## src/rtl/inport_pkg.sv

```systemverilog
// Shared constants and helpers for the switch/pushbutton input peripheral.
package inport_pkg;

  localparam logic [1:0] REG_SW   = 2'd0;
  localparam logic [1:0] REG_KEY  = 2'd1;
  localparam logic [1:0] REG_EDGE = 2'd2;
  localparam logic [1:0] REG_CTRL = 2'd3;

  localparam int unsigned NUM_KEYS = 4;
  localparam int unsigned NUM_SW   = 10;

  // Bits needed to count 0..value-1; never less than one.
  function automatic int unsigned clog2(input int unsigned value);
    int unsigned w;
    w = 1;
    while ((w < 32) && ((32'd1 << w) < value)) begin
      w = w + 1;
    end
    return w;
  endfunction

endpackage

```

## src/rtl/key_debounce.sv

```systemverilog
// One pushbutton debounce cell: accepts a level change only after DEB_CYCLES
// consecutive cycles of disagreement; flags the accepted press in that cycle.
module key_debounce
  import inport_pkg::*;
#(
  parameter int unsigned DEB_CYCLES = 16
) (
  input  logic clk,
  input  logic rst,
  input  logic sync,
  output logic lvl,
  output logic rise_c
);

  localparam int unsigned CNT_W = clog2(DEB_CYCLES);
  localparam logic [CNT_W-1:0] LAST = CNT_W'(DEB_CYCLES - 1);

  logic [CNT_W-1:0] cnt;

  assign rise_c = sync && !lvl && (cnt == LAST);

  always_ff @(posedge clk) begin
    if (rst) begin
      lvl <= 1'b0;
      cnt <= '0;
    end else if (sync == lvl) begin
      cnt <= '0;
    end else if (cnt == LAST) begin
      lvl <= sync;
      cnt <= '0;
    end else begin
      cnt <= cnt + CNT_W'(1);
    end
  end

endmodule

```

## src/rtl/inport_ctrl.sv

```systemverilog
// Memory-mapped SW/KEY input port: sync, debounce, sticky press edges, 1-cycle reads.
// Optional INPORT_IRQ_EN adds a press mask at index 3 and a registered IRQ.
module inport_ctrl
  import inport_pkg::*;
#(
  parameter int unsigned DATA_W     = 16,
  parameter logic [3:0]  BASE_HI    = 4'h3,
  parameter int unsigned DEB_CYCLES = 16
) (
  input  logic                Clock,
  input  logic                Reset,
  input  logic [NUM_SW-1:0]   SW,
  input  logic [NUM_KEYS-1:0] KEY,
  input  logic [DATA_W-1:0]   ADDR,
  input  logic                RD,
  input  logic                W,
  input  logic [DATA_W-1:0]   DOUT,
  output logic [DATA_W-1:0]   RDATA,
  output logic                RVALID,
  output logic                IRQ
);

  logic [NUM_SW-1:0]   sw_s1, sw_s2;
  logic [NUM_KEYS-1:0] key_s1, key_s2;
  logic [NUM_KEYS-1:0] ksync, lvl, rise_c, key_edge, mask, clr_c;
  logic                cs_c;
  logic [1:0]          idx_c;
  logic [DATA_W-1:0]   rd_val_c;
  logic                unused_bits;

  // Two-flop synchronisers; keys idle released (high) out of reset.
  always_ff @(posedge Clock) begin
    if (Reset) begin
      sw_s1  <= '0;
      sw_s2  <= '0;
      key_s1 <= '1;
      key_s2 <= '1;
    end else begin
      sw_s1  <= SW;
      sw_s2  <= sw_s1;
      key_s1 <= KEY;
      key_s2 <= key_s1;
    end
  end

  assign ksync = ~key_s2;

  for (genvar i = 0; i < NUM_KEYS; i++) begin : g_deb
    key_debounce #(
      .DEB_CYCLES(DEB_CYCLES)
    ) u_deb (
      .clk   (Clock),
      .rst   (Reset),
      .sync  (ksync[i]),
      .lvl   (lvl[i]),
      .rise_c(rise_c[i])
    );
  end

  assign cs_c  = (ADDR[15:12] == BASE_HI);
  assign idx_c = ADDR[1:0];
  assign clr_c = (W && cs_c && (idx_c == REG_EDGE)) ? DOUT[NUM_KEYS-1:0] : '0;

  // Sticky press edges; a same-cycle press beats the write-1-to-clear.
  always_ff @(posedge Clock) begin
    if (Reset) begin
      key_edge <= '0;
    end else begin
      key_edge <= (key_edge & ~clr_c) | rise_c;
    end
  end

`ifdef INPORT_IRQ_EN
  always_ff @(posedge Clock) begin
    if (Reset) begin
      mask <= '0;
    end else if (W && cs_c && (idx_c == REG_CTRL)) begin
      mask <= DOUT[NUM_KEYS-1:0];
    end
  end

  always_ff @(posedge Clock) begin
    if (Reset) begin
      IRQ <= 1'b0;
    end else begin
      IRQ <= |(key_edge & mask);
    end
  end
`else
  assign mask = '0;
  assign IRQ  = 1'b0;
`endif

  always_comb begin
    rd_val_c = '0;
    case (idx_c)
      REG_SW:   rd_val_c = DATA_W'(sw_s2);
      REG_KEY:  rd_val_c = DATA_W'(lvl);
      REG_EDGE: rd_val_c = DATA_W'(key_edge);
      REG_CTRL: rd_val_c = DATA_W'({|key_edge, mask});
      default:  rd_val_c = '0;
    endcase
  end

  // Read data is zero whenever no response is being returned.
  always_ff @(posedge Clock) begin
    if (Reset) begin
      RDATA  <= '0;
      RVALID <= 1'b0;
    end else begin
      RVALID <= RD && cs_c;
      RDATA  <= (RD && cs_c) ? rd_val_c : '0;
    end
  end

  // Address bits [11:2] alias; upper write-data bits carry nothing here.
  assign unused_bits = ^{ADDR[11:2], DOUT[DATA_W-1:NUM_KEYS]};

endmodule
```

## config.mk

```make
export PLATFORM = sky130hd
export DESIGN_NAME = inport_ctrl
export DESIGN_NICKNAME = d
export VERILOG_FILES = /design/src/rtl/inport_pkg.sv /design/src/rtl/key_debounce.sv /design/src/rtl/inport_ctrl.sv
export SDC_FILE = /design/constraint.sdc
export NUM_CORES = 1
export LEC_CHECK = 0
export CAP_MARGIN = 5
export CELL_PAD_IN_SITES_DETAIL_PLACEMENT = 1
export CELL_PAD_IN_SITES_GLOBAL_PLACEMENT = 1
export CORE_MARGIN = 8
export CORE_UTILIZATION = 25
export DETAILED_ROUTE_END_ITERATION = 16
export GPL_TIMING_DRIVEN = 0
export PLACE_DENSITY = 0.63
export SETUP_SLACK_MARGIN = 0.5
export SLEW_MARGIN = 0
export SYNTH_ARGS = -nofsm -noshare
export SYNTH_HDL_FRONTEND = slang
export SYNTH_SLANG_ARGS = --single-unit
```

## constraint.sdc

```tcl
create_clock -name Clock -period 4.2 [get_ports Clock]
set_clock_uncertainty 0.2 [all_clocks]
set_input_delay 0.84 -clock Clock [delete_from_list [all_inputs] [get_ports Clock]]
set_output_delay 0.84 -clock Clock [all_outputs]
set_load 0.01 [all_outputs]
```

==> summary.md <==
| Metric | Value |
|---|---|
| Status | finished clean |
| Pwr Total | 1.28 mW |
| Critical path type | reg2out |
| Synth top area share | 56.0% |
| Share of cells above drive strength 1 | 13.5% |
| Commonest non-fill, non-tap cells in the layout | dfxtp_1, clkdlybuf4s50_1, nor2_1, nor2b_1, inv_1 |
| Leak | 1.19 nW |
| # diodes | 0 |
| Vias | 1562 |
| Worst Path Arrival | 1.20 ns |
| Post-Syn Area per Cell | 10.4 µm² |
| Worst-path clk slew | 0.08 ns |
| Commonest non-fill, non-tap cell in the layout | dfxtp_1 |
| Total Wirelength | 4680 µm |
| Drt initial violations | 27 |
| Critical path's slowest cell | clkdlybuf4s50_1 |
| Die area | 12300 µm² |
| CTS sink cnt | 63 |
| Hold EP | key_s2[0] |
| First-pass GRT wire length | 7830 µm |
| Buffers on Ports | 36 |
| Yosys cell types | 32 |
| Compound-Gate Fraction of Synth Area | 5.95% |
| Chip width | 111 µm |
| Post-synthesis simple-gate area fraction | 22.6% |
| TritonCTS buffer count | 9 |
| Drt drc | 0 |
| FMAX | 447 MHz |
| H-tree depth | 3 |
| Setup tns final | 0 ns |
| Finished Layout Cells | 383 |
| Largest family of logic cells by synthesized area | simple AND/OR/NAND/NOR gates |
| WL/cell | 12.2 µm |
| Cells after Synth | 217 |
| Post-CTS Resized | 0 |
| Via density | 4.08 |
| Net Sw Power | 284 µW |
| Remaining global-route overflow | 0 |
| Xor/xnor share of the synthesized area | 3.11% |
| Combinational power share | 5.4% |
| Worst Path Buf+Inv | 1 |
| Final #Nets | 328 |
| Fillers | 962 |
| Synthesis Warnings | 0 |
| Ordered list of cells on the worst path | clkdlybuf4s50_1 |
| CP endpoint kind | output port |
| # hold bufs at CTS | 0 |
| Later-pin clock latency in the skew report | 0.33 ns |
| Hold path startpoint | key_s1[0] |
| Met1 Wirelength | 2240 µm |
| HPWL Detailed | 3650 µm |
| Core ar. | 8720 µm² |
| Worst reg-to-reg path cell count | 4 |
| Clock Path Buffers | 2 |
| Post-synthesis adder-cell area fraction | 4.45% |
| Routed Antenna Nets | 0 |
| Top cells by area, synth | dfxtp_1, nor2b_1, ha_1, nor2_1, buf_4 |
| CTS root buffer | clkbuf_8 |
| Slew Limit Fails | 0 |
| Leading area contributor after synthesis | dfxtp_1 |
| Final count of hold timing violations | 0 |
| P&R area growth vs syn | 33.1% |
| # rows | 34 |
| Pint | 993 µW |
| Hold crit path type | reg2reg |
| CP top delay family | buffers and inverters |
| CP required | 3.16 ns |
| Max FO, Critical Path | 1 |
| Register area | 1260 µm² |
| Seq pwr share | 48.1% |
| RSZ-0062 raised after global routing | false |
| Initial antenna violation count | 0 |
| CTS tree | done |
| Met2 WL | 2180 µm |
| Largest net degree at the start of global routing | 14 |
| Syn Std Cell Area | 2250 µm² |
| Multi-input logic area | 878 µm² |
| Final Critical Period | 2.24 ns |
| Nature of the critical path startpoint | register |
| Slowest stage delay, CP | 0.54 ns |
| I/O pins | 68 |
| Post-synthesis sequential area ratio | 56.0% |
| Die height | 111 µm |
| Period utilization | 53.2% |
| R2R Setup Slk | 2.65 ns |
| Sw Ratio | 22.2% |
| Pwr/cell area | 426 nW/µm² |
| #FFs+latches synth | 63 |
| Setup-failing EPs final | 0 |
| Clock power frac | 46.5% |
| Starting Density | 25.8% |
| FF-to-FF End | g_deb[1].u_deb.cnt[1] |
| Max cap viols | 0 |
| Post-CTS setup buffer count | 0 |
| FF-to-FF Start | g_deb[1].u_deb.lvl |
| Vias in the first global route | 1660 |
| Placed cells | 367 |
| Proportion of synthesized area in mux cells | 1.78% |
| GPL Wtd Cong | 0.697 |
| Metal3 WL | 151 µm |
| Maximum VDD drop | 0.161 mV |
| DR pass1 iterations | 5 |
| Min-Delay Path Depth | 1 |
| Max layer used | met4 |
| Gr usage total | 7.99% |
registers in the layout (all words and copies together) (netlist names):
register and cells:
key_s2 4, g_deb.u_deb.cnt 16, sw_s1 10, g_deb.u_deb.lvl 4, RDATA 10, key_s1 4
sw_s2 10, key_edge 4, RVALID 1
final cells by class:
type / count / share of cell area (%)
multi-input cells: 133 / 29.3
well taps: 108 / 4.51
clock buffers: 9 / 4.14
repair buffers: 36 / 12.0
plain buffers: 14 / 2.84
clock inverters: 7 / 3.43
flip-flops and latches: 63 / 42.1
inverters: 13 / 1.63
metal layers:
metal / GRT usage [%] / vias up
li1: - / 809
met1: 9.04 / 713
met2: 12.6 / 30
met3: 2.44 / 10
met4: 5.68 / 0
met5: 0 / -
how the worst max path moves through the flow:
stage	start	to	slack, ns	depth (start not counted)
floorplan	ADDR[14]	RDATA[4]	2.29	4
global placement	ADDR[13]	RDATA[1]	1.78	5
detailed placement	ADDR[12]	RDATA[0]	1.76	5
CTS	RDATA[8]	RDATA[8]	1.92	1
global route	RDATA[8]	RDATA[8]	1.90	1
finish	RDATA[8]	RDATA[8]	1.96	1
stage by stage:
stage               instance area [µm²]  hold slack [ns]  utilization, %  worst slack (ns)
floorplan                          2270            0.189               -              2.29
global placement                   2770            0.192            31.8              1.78
detailed placement                 2770            0.198            31.8              1.76
CTS                                3000            0.217            34.3              1.92
global route                       3000            0.235            34.3              1.90
finish                             3000            0.213            34.3              1.96
cell families (layout without fill, tap and decap cells):
kind of cell	Yosys count	after routing
AO/OA/AOI/OAI	18	18
XOR/XNOR	8	8
adder cells (fa/ha/maj)	8	8
buffers and inverters	27	79
flip-flops	63	63
multiplexers	4	4
other	1	7
AND/OR/NAND/NOR	88	88
Yosys cell counts:
library cell and number:
or3_1 3, inv_1 13, nand4bb_4 1, nor2_1 21, nand3_1 5, a211oi_1 4, o31ai_1 4, ha_1 8
buf_4 8, or2_2 8, nand4b_1 4, nand2_1 8, buf_2 2, clkbuf_1 4, nor3_1 4, a2bb2oi_1 4
dfxtp_1 63, conb_1 1, a21oi_1 4, a311o_1 1, or3b_1 1, xnor2_1 4, nand2b_1 1, nor2b_1 21
mux2i_1 4, and4bb_2 1, and2_1 5, or4_1 1, a21oi_2 1, and3_1 3, nand4_1 1, xor2_1 4
power by group through the flow:
stage	registers [mW]	clock network [mW]	logic [mW]
floorplan	0.627	0	0.0360
global placement	0.628	0	0.0688
detailed placement	0.629	0	0.0696
CTS	0.614	0.612	0.0698
global route	0.616	0.637	0.0760
finish	0.614	0.594	0.0685
(Power assumes the default switching activity.)
